### src/rtl/control_unit.sv
// ---------------------------------------------------------------------------
// control_unit
//   Microprogrammed control sequencer for a two-byte-instruction accumulator
//   machine. Steps every instruction through fetch, decode, operand fetch and
//   execute, one micro-step per clock, and drives the registered 32-bit
//   micro-op word consumed by pc, mar, mbr, ir, br and acc.
//
// Ports
//   clk            in   1   system clock, rising edge
//   rst            in   1   asynchronous reset, active low
//   opcode         in   8   current IR contents (used only in decode)
//   acc_neg        in   1   ACC sign bit (used only when loading the JMPGEZ J word)
//   control_signal out 32   registered micro-op word for the current step
//   halted         out  1   high once HALT has executed, until reset
//   illegal_op     out  1   sticky flag, an undefined opcode was decoded
//   fetch_start    out  1   high during every F0 cycle
// ---------------------------------------------------------------------------
module control_unit (
  input  logic        clk,
  input  logic        rst,
  input  logic [7:0]  opcode,
  input  logic        acc_neg,
  output logic [31:0] control_signal,
  output logic        halted,
  output logic        illegal_op,
  output logic        fetch_start
);

  localparam logic [7:0] OP_NOP    = 8'h00;
  localparam logic [7:0] OP_LOAD   = 8'h01;
  localparam logic [7:0] OP_STORE  = 8'h02;
  localparam logic [7:0] OP_ADD    = 8'h03;
  localparam logic [7:0] OP_SUB    = 8'h04;
  localparam logic [7:0] OP_JMP    = 8'h05;
  localparam logic [7:0] OP_JMPGEZ = 8'h06;
  localparam logic [7:0] OP_HALT   = 8'h07;

  // Micro-op bits of the control word.
  localparam logic [31:0] C_MAR_MBR = 32'h0000_0001; // bit 0
  localparam logic [31:0] C_MBR_PC  = 32'h0000_0002; // bit 1
  localparam logic [31:0] C_MAR_PC  = 32'h0000_0004; // bit 2
  localparam logic [31:0] C_PC_MBR  = 32'h0000_0008; // bit 3
  localparam logic [31:0] C_MEM_RD  = 32'h0000_0010; // bit 4
  localparam logic [31:0] C_MEM_WR  = 32'h0000_0020; // bit 5
  localparam logic [31:0] C_IR_MBR  = 32'h0000_0040; // bit 6
  localparam logic [31:0] C_MBR_ACC = 32'h0000_0080; // bit 7
  localparam logic [31:0] C_BR_MBR  = 32'h0000_0200; // bit 9
  localparam logic [31:0] C_ACC_ADD = 32'h0000_0400; // bit 10
  localparam logic [31:0] C_ACC_SUB = 32'h0000_0800; // bit 11
  localparam logic [31:0] C_ACC_MBR = 32'h0000_1000; // bit 12
  localparam logic [31:0] C_PC_INC  = 32'h0010_0000; // bit 20
  localparam logic [31:0] C_HALT    = 32'h8000_0000; // bit 31

  typedef enum logic [3:0] {
    S_IDLE, S_F0, S_F1, S_F2, S_D,
    S_A0, S_A1, S_A2, S_E0, S_E1, S_E2,
    S_J, S_H
  } state_t;

  state_t      r_state;
  state_t      w_next;
  logic [7:0]  r_op;          // opcode captured at the edge ending D
  logic [31:0] r_ctrl;
  logic        r_halted;
  logic        r_illegal;
  logic        r_fetch;
  logic [31:0] w_word;
  logic        w_has_operand;
  logic        w_bad_op;

  assign w_has_operand = (opcode >= OP_LOAD) && (opcode <= OP_JMPGEZ);
  assign w_bad_op      = (opcode > OP_HALT);

  // Next-state logic. NOP and undefined opcodes both go straight back to F0.
  always_comb begin
    // NOTE: every combinational output gets a default first so no path can
    // leave it unassigned and infer a latch.
    w_next = r_state;
    unique case (r_state)
      S_IDLE: w_next = S_F0;
      S_F0:   w_next = S_F1;
      S_F1:   w_next = S_F2;
      S_F2:   w_next = S_D;
      S_D: begin
        if (opcode == OP_HALT)  w_next = S_H;
        else if (w_has_operand) w_next = S_A0;
        else                    w_next = S_F0;
      end
      S_A0:   w_next = S_A1;
      S_A1:   w_next = (r_op == OP_JMP || r_op == OP_JMPGEZ) ? S_J : S_A2;
      S_A2:   w_next = S_E0;
      S_E0:   w_next = S_E1;
      S_E1:   w_next = (r_op == OP_ADD || r_op == OP_SUB) ? S_E2 : S_F0;
      S_E2:   w_next = S_F0;
      S_J:    w_next = S_F0;
      S_H:    w_next = S_H;
      default: w_next = S_IDLE;
    endcase
  end

  // Word for the step being entered. It is registered together with the
  // state, so the datapath sees it for exactly the cycle of that step. The
  // opcode is already captured before any opcode-dependent step is entered;
  // acc_neg is looked at only while entering J, i.e. at the edge ending A1.
  always_comb begin
    w_word = '0;
    unique case (w_next)
      S_F0, S_A0: w_word = C_MAR_PC;
      S_F1, S_A1: w_word = C_MEM_RD | C_PC_INC;
      S_F2:       w_word = C_IR_MBR;
      S_A2:       w_word = C_MAR_MBR;
      S_E0:       w_word = (r_op == OP_STORE) ? C_MBR_ACC : C_MEM_RD;
      S_E1: begin
        if (r_op == OP_LOAD)       w_word = C_ACC_MBR;
        else if (r_op == OP_STORE) w_word = C_MEM_WR;
        else                       w_word = C_BR_MBR;
      end
      S_E2:       w_word = (r_op == OP_ADD) ? C_ACC_ADD : C_ACC_SUB;
      S_J:        w_word = (r_op == OP_JMP || !acc_neg) ? C_PC_MBR : '0;
      S_H:        w_word = C_HALT;
      default:    w_word = '0;
    endcase
  end

  // NOTE: state and output registers use non-blocking assignments so every
  // flop samples the pre-edge values; only control registers live here, so
  // all of them take the asynchronous reset.
  always_ff @(posedge clk or negedge rst) begin
    if (!rst) begin
      r_state   <= S_IDLE;
      r_op      <= OP_NOP;
      r_ctrl    <= '0;
      r_halted  <= 1'b0;
      r_illegal <= 1'b0;
      r_fetch   <= 1'b0;
    end else begin
      r_state   <= w_next;
      r_ctrl    <= w_word;
      r_halted  <= (w_next == S_H);
      r_fetch   <= (w_next == S_F0);
      if (r_state == S_D) begin
        r_op <= opcode;
        if (w_bad_op) r_illegal <= 1'b1;
      end
    end
  end

  assign control_signal = r_ctrl;
  assign halted         = r_halted;
  assign illegal_op     = r_illegal;
  assign fetch_start    = r_fetch;

endmodule

### config.mk
export PLATFORM = sky130hd
export DESIGN_NAME = control_unit
export DESIGN_NICKNAME = d
export VERILOG_FILES = /design/src/rtl/control_unit.sv
export SDC_FILE = /design/constraint.sdc
export NUM_CORES = 1
export LEC_CHECK = 0
export ABC_AREA = 1
export CAP_MARGIN = 20
export CORE_ASPECT_RATIO = 0.75
export CORE_MARGIN = 2
export CORE_UTILIZATION = 35
export CTS_BUF_LIST = sky130_fd_sc_hd__clkbuf_4 sky130_fd_sc_hd__clkbuf_8
export CTS_CLUSTER_SIZE = 16
export DETAILED_ROUTE_END_ITERATION = 7
export PLACE_DENSITY = 0.63
export SYNTH_ARGS = -nofsm -noshare
export SYNTH_HDL_FRONTEND = slang
export SYNTH_SLANG_ARGS = --single-unit
### constraint.sdc
create_clock -name clk -period 1.4 [get_ports clk]
set_clock_uncertainty 0.2 [all_clocks]
set_input_delay 0.28 -clock clk [delete_from_list [all_inputs] [get_ports clk]]
set_output_delay 0.28 -clock clk [all_outputs]
set_load 0.01 [all_outputs]
==> out/metrics.csv, run 1 <==
metric,value,unit
critical path cell sequence,"nand2_2, inv_1, nand2_1, o21ai_0, a21oi_2, nand3_4, nand2_1, nor2_1",
failing checks,negative setup slack,
DR vias,1269,
fmax,642,MHz
GRT Resource Usage Total,14.5,%
# port buffers,26,
post-synth cell types,25,
routed wire length,3290,um
Mapped Area,1430,sq um
# diodes,0,
Crit-path slowest cell,dfrtp_2,
largest area contributor in the netlist,dfrtp_1,
Core Region,3980,sq um
critical path's largest stage delay,500,ps
fin crit share,111,%
Avg Inst Size Synth,8.14,sq um
max-slew violation count,0,
Yosys reg bits,28,
layout cell share with drive strength beyond 1,41.8,%
pin count of the biggest net entering global routing,29,
CTS tree,built,
H-tree levels,1,
share of the synthesized area in the top cell type,48.9,%
Crit Path Category,flop to flop,
routability cong.,0.810,
Die ar.,4630,sq um
Cell Rows,20,
first-pass GRT wire length,5220,um
CP Max Fanout,7,
CP endpoint kind,flop,
placed cells,279,
RSZ-0062 raised after global routing,yes,
routed vias/inst,4.35,
CP Launch Type,flop,
"CTS clk-pin slew, worst paths",100,ps
top area cells in the synthesized netlist,"dfrtp_1, nand2_1, buf_4, nor2_1, inv_1",
FF+latch area,706,sq um
worst path bufs/invs,1,
Avg WL per Cell,11.3,um
Leak,1.13,nW
multi-input logic area,792,sq um
Final setup viols,12,
CTS Buffer Depth,2,
"top cells by count, synth","nand2_1, nor2_1, dfrtp_1",
"Top FF cell, synth",dfrtp_1,
initial core utilization,36.0,%
Post-synth EDFFs,0,
HPWL Detailed,2240,um
Cells after Synth,176,
fillers,341,
R2R depth,8,
gr ovfl total,0,
Worst path depth,8,
Util after Layout,56.5,%
Sink Count,28,
Root Driver,clkbuf_8,
DR iter-0 viols,12,
Area Overhead vs Synth,57.0,%
I/O pins,46,
pre-CTS setup slack,-414,ps
final worst slack,-158,ps
Post-DRT Antenna Nets,0,
outcome,"finished, violations left",
Power Dens Cells,2060,nW/um^2
initial antenna violation count,0,
final net count,249,
clk_lat worst skew,280,ps
"Top cell by count, worst path",nand2_1,
Post-synth ARST share,100,%
final hold slack,144,ps
die height,59.4,um
CTS buffer count,3,
most common cell in the netlist,nand2_1,
VDD IR max,0.000755,V
Fin. Hold Viols,0,
Min-Delay Path Class,input port to asynchronous set/reset pin,
drt first pass iters,4,
DRC Markers,0,
"CP delay by family, top",flip-flops,
vias in the first global route,1187,
register area share after synthesis,48.9,%
fin crit period,1560,ps
crit path DAT,1540,ps
post-route total power,0.00463,W
Yosys warning total,0,
maxcap violations,0,
Die Wd,77.9,um
fin cells,292,
Crit path required time,1380,ps
[placed cells by master (no fill, tap or decap), types with 4 or more instances in the layout]
cell type        synthesis  layout
buf_4                   20      26
buf_6                    1       7
clkdlybuf4s15_1          0      14
clkdlybuf4s50_1          0       9
conb_1                   1      19
dfrtp_1                 28      24
dfrtp_2                  0       4
inv_1                   14      10
inv_2                    3       5
nand2_1                 43      26
nand2_2                  0      13
nand2_4                  1       5
nand3_2                  3       4
nor2_1                  29      16
nor2_2                   1       7
nor2_4                   1       8
o21ai_1                  1       5
[power breakdown]
group          switching [W]  leakage [nW]  total, W  internal (W)
Sequential          0.000287         0.355   0.00138       0.00109
Clock               0.000263        0.0357  0.000646      0.000383
Combinational        0.00138         0.735   0.00261       0.00123
Total                0.00193          1.13   0.00463       0.00270
[final timing paths]
kind	start	endpoint	slack (ps)
worst max-delay path	r_state[0]	control_signal[3]	-160
worst min-delay path	rst	control_signal[11]	140
worst max register to register	r_state[0]	control_signal[3]	-160
worst min register to register	illegal_op	illegal_op	280
max in group asynchronous	rst	r_state[3]	680
min in group clk	opcode[2]	r_op[2]	220
[cell type report]
type / count / share of cell area [%]
Clock buffer: 3 / 1.84
Timing Repair Buffer: 60 / 24.1
Inverter: 17 / 3.06
Tap cell: 55 / 3.06
Sequential cell: 28 / 31.4
Clock inverter: 1 / 1.33
Multi-Input combinational cell: 128 / 35.2
[state kept, by name (all words and copies together) (netlist names)]
| signal | flops |
|---|---|
| control_signal | 13 |
| fetch_start | 1 |
| halted | 1 |
| illegal_op | 1 |
| r_op | 8 |
| r_state | 4 |
[logic make-up after synthesis]
kind of cell,share of synthesized area [%]
flip-flops,48.9
AND/OR/NAND/NOR,29.3
other,0.262
buffers and inverters,15.7
AO/OA/AOI/OAI,5.76
[layer usage]
metal / GRT usage, % / wire length, um
met1: 18.8 / 1450
met3: 3.66 / 153
met4: 2.55 / 21
met2: 25.0 / 1670
met5: 0 / 0
[per-stage QoR]
stage	instance area [sq um]	TNS (ps)
global placement	1890	-3510
finish	2250	-956
CTS	2110	-509
detailed placement	1890	-3710
global route	2250	-2330
floorplan	1520	-47.0
[worst register-to-register path: cells and delay by family (launching register included)]
family,cells,cell delay (ps)
AND/OR/NAND/NOR,5,410
flip-flops,1,500
AO/OA/AOI/OAI,2,300
buffers and inverters,1,60
[repair_timing]
action	4_1_cts	5_1_grt
hold buffers	0	0
buffers inserted	8	3
pin swaps	14	16
setup endpoints to repair	33	33
gates cloned	0	0
resized for setup	62	48
Power figures use the tool's default switching activity.
==> run 2, diff against run 1 <==
SLEW_MARGIN = 25   (was default)
==> results of run 2 <==
No change in the layout: final DEF, timing and power equal those of run 1.
==> run 3, diff against run 2 <==
PLACE_DENSITY = 0.65   (was 0.63)
==> run 3 against run 2 <==
The run still ends with negative setup slack left. First-iteration DRC count rose to 3.9 times the previous value. Non-clock buffer count up 3. Largest power group unchanged. Global-route usage up 0.13 points. Via count up 1.8%. Maximum frequency down 3.0%. Count of clock-buffer cells in the layout unchanged. Sequential share of layout area up 0.46 points. Register-to-register slack worse by 50 ps. Total power down 0.56%. Critical endpoint unchanged. Worst setup slack worse by 49 ps. Routed wire length up 4.9%. Largest cell class unchanged.
==> out/metrics.csv, run 3 (synthesized netlist as in run 1, its figures left out) <==
metric,value,unit,change
R2R depth,7,,-1
Root Driver,clkbuf_8,,
final net count,252,,+1.2%
# port buffers,26,,unchanged
fin crit period,1610,ps,+48.7 ps
# diodes,0,,unchanged
RSZ-0062 raised after global routing,yes,,
"CTS clk-pin slew, worst paths",100,ps,about the same
Post-DRT Antenna Nets,0,,unchanged
Power Dens Cells,2080,nW/um^2,+0.90%
CTS Buffer Depth,2,,unchanged
Crit Path Category,flop to flop,,
CP Max Fanout,7,,unchanged
reg2reg end,control_signal[3],,
most frequent cells in the layout,"buf_4, nand2_1, dfrtp_1, conb_1, nor2_1",,
GRT Resource Usage Total,14.6,%,+0.13 points
die height,59.4,um,unchanged
DR vias,1292,,+1.8%
CP Launch Type,flop,,
pin count of the biggest net entering global routing,29,,unchanged
CTS tree,built,,
HPWL Detailed,2280,um,+1.8%
Reg-to-Reg Start,r_state[1],,
maxcap violations,0,,unchanged
Die Wd,77.9,um,unchanged
fin crit share,115,%,+3.5 points
layout cell share with drive strength beyond 1,41.7,%,-0.11 points
I/O pins,46,,unchanged
clk_lat worst skew,280,ps,about the same
Crit path required time,1410,ps,+30 ps
crit path DAT,1620,ps,+80 ps
R2R Setup Slk,-210,ps,-50 ps
Avg WL per Cell,11.7,um,+3.8%
met3 Usage GRT,3.96,%,+0.30 points
failing checks,negative setup slack,,
gr ovfl total,0,,unchanged
first-pass GRT wire length,5320,um,+2.0%
CP Launch Point,r_state[1],,
Util after Layout,55.7,%,-0.82 points
CP endpoint kind,flop,,
initial core utilization,36.0,%,unchanged
Area Overhead vs Synth,54.8,%,
final worst slack,-207,ps,-48.7 ps
fmax,622,MHz,-3.0%
H-tree levels,1,,unchanged
vias in the first global route,1194,,+0.59%
Cell Rows,20,,unchanged
Largest register FFs,13,,unchanged
Min-Delay Path Class,input port to asynchronous set/reset pin,,
Sink Count,28,,unchanged
outcome,"finished, violations left",,
CTS buffer count,3,,unchanged
drt first pass iters,4,,unchanged
Die ar.,4630,sq um,unchanged
Final setup viols,24,,+12
GRT met2 Usage,24.6,%,-0.37 points
"most common cell after layout, fill and taps aside",buf_4,,
DRC Markers,0,,unchanged
VDD IR max,0.000850,V,+13%
DR iter-0 viols,47,,+35
routed wire length,3450,um,+4.9%
pre-CTS setup slack,-390,ps,+23.7 ps
routability cong.,0.860,,+6.2%
CP endpoint,control_signal[3],,
GRT met1 Usage,19.2,%,+0.46 points
Leak,1.12,nW,-0.92%
initial antenna violation count,0,,unchanged
Fin. Hold Viols,0,,unchanged
routed vias/inst,4.38,,+0.78%
layer with the highest usage,met2,,
Core Region,3980,sq um,unchanged
max-slew violation count,0,,unchanged
run 3: cell count changes in the layout (fill, tap and decap cells not counted), moves of 2 or more:
cell / before / now
o21ai_2: 1 / 3
clkdlybuf4s15_1: 14 / 12
buf_4: 26 / 30
o21ai_0: 3 / 1
nor2_1: 16 / 18
inv_1: 10 / 12
inv_4: 2 / 0
clkbuf_2: 2 / 4
nor2_4: 8 / 5
run 3: critical path: stages (launching register included):
cell	delay, ps
dfrtp_2	450
inv_2	90
nand2_4	60
nor3_4	280
nand3_4	200
nand2_4	100
nand3_2	60
nor2_1	100
run 3: stage by stage:
stage / power, W / setup TNS [ps] / instances / area (sq um) / hold WS, ps
3_3_place_gp: 0.00322 / -3470 / 281 / 1900 / 264
6_report: 0.00461 / -2330 / 295 / 2220 / 145
5_1_grt: 0.00494 / -4070 / 295 / 2220 / 146
2_1_floorplan: 0.00239 / -47.0 / 194 / 1520 / -216
3_5_place_dp: 0.00325 / -3540 / 281 / 1900 / 266
4_1_cts: 0.00420 / -619 / 290 / 2110 / 148
run 3: what timing repair did:
action                     4_1_cts  5_1_grt
hold buffers                     0        0
setup endpoints to repair       31       32
gates resized for setup         64       38
setup buffers                    5        8
pin swaps                       10       13
run 3: cell type report:
class | count | area, sq um
sequential | 28 | 706
inverter | 17 | 68.8
clock buffer | 3 | 41.3
multi-input combinational | 128 | 749
clock inverter | 1 | 30.0
timing repair buffer | 63 | 553
tap | 55 | 68.8
fill | 366 | 1760
run 3: worst min path at each step:
stage / slack (ps) / start / cells past startpoint / endpoint
final: 150 / rst / 2 / r_op[5]
after global routing: 150 / rst / 2 / r_op[5]
after CTS: 150 / rst / 2 / r_op[5]
after detailed placement: 270 / r_op[4] / 2 / r_op[4]
after global placement: 260 / r_op[7] / 2 / r_op[7]
after floorplan: -220 / rst / 0 / control_signal[0]
run 3: report_power, final:
group | internal (W) | leakage (nW) | switching (W)
clock network | 0.000383 | 0.0357 | 0.000255
logic | 0.00125 | 0.725 | 0.00137
registers | 0.00109 | 0.355 | 0.000264
run 3: per-layer routing:
layer	vias to the layer above	wire, um
li1	642	-
met1	605	1500
met5	-	0
met3	6	192
met2	39	1720
met4	0	38
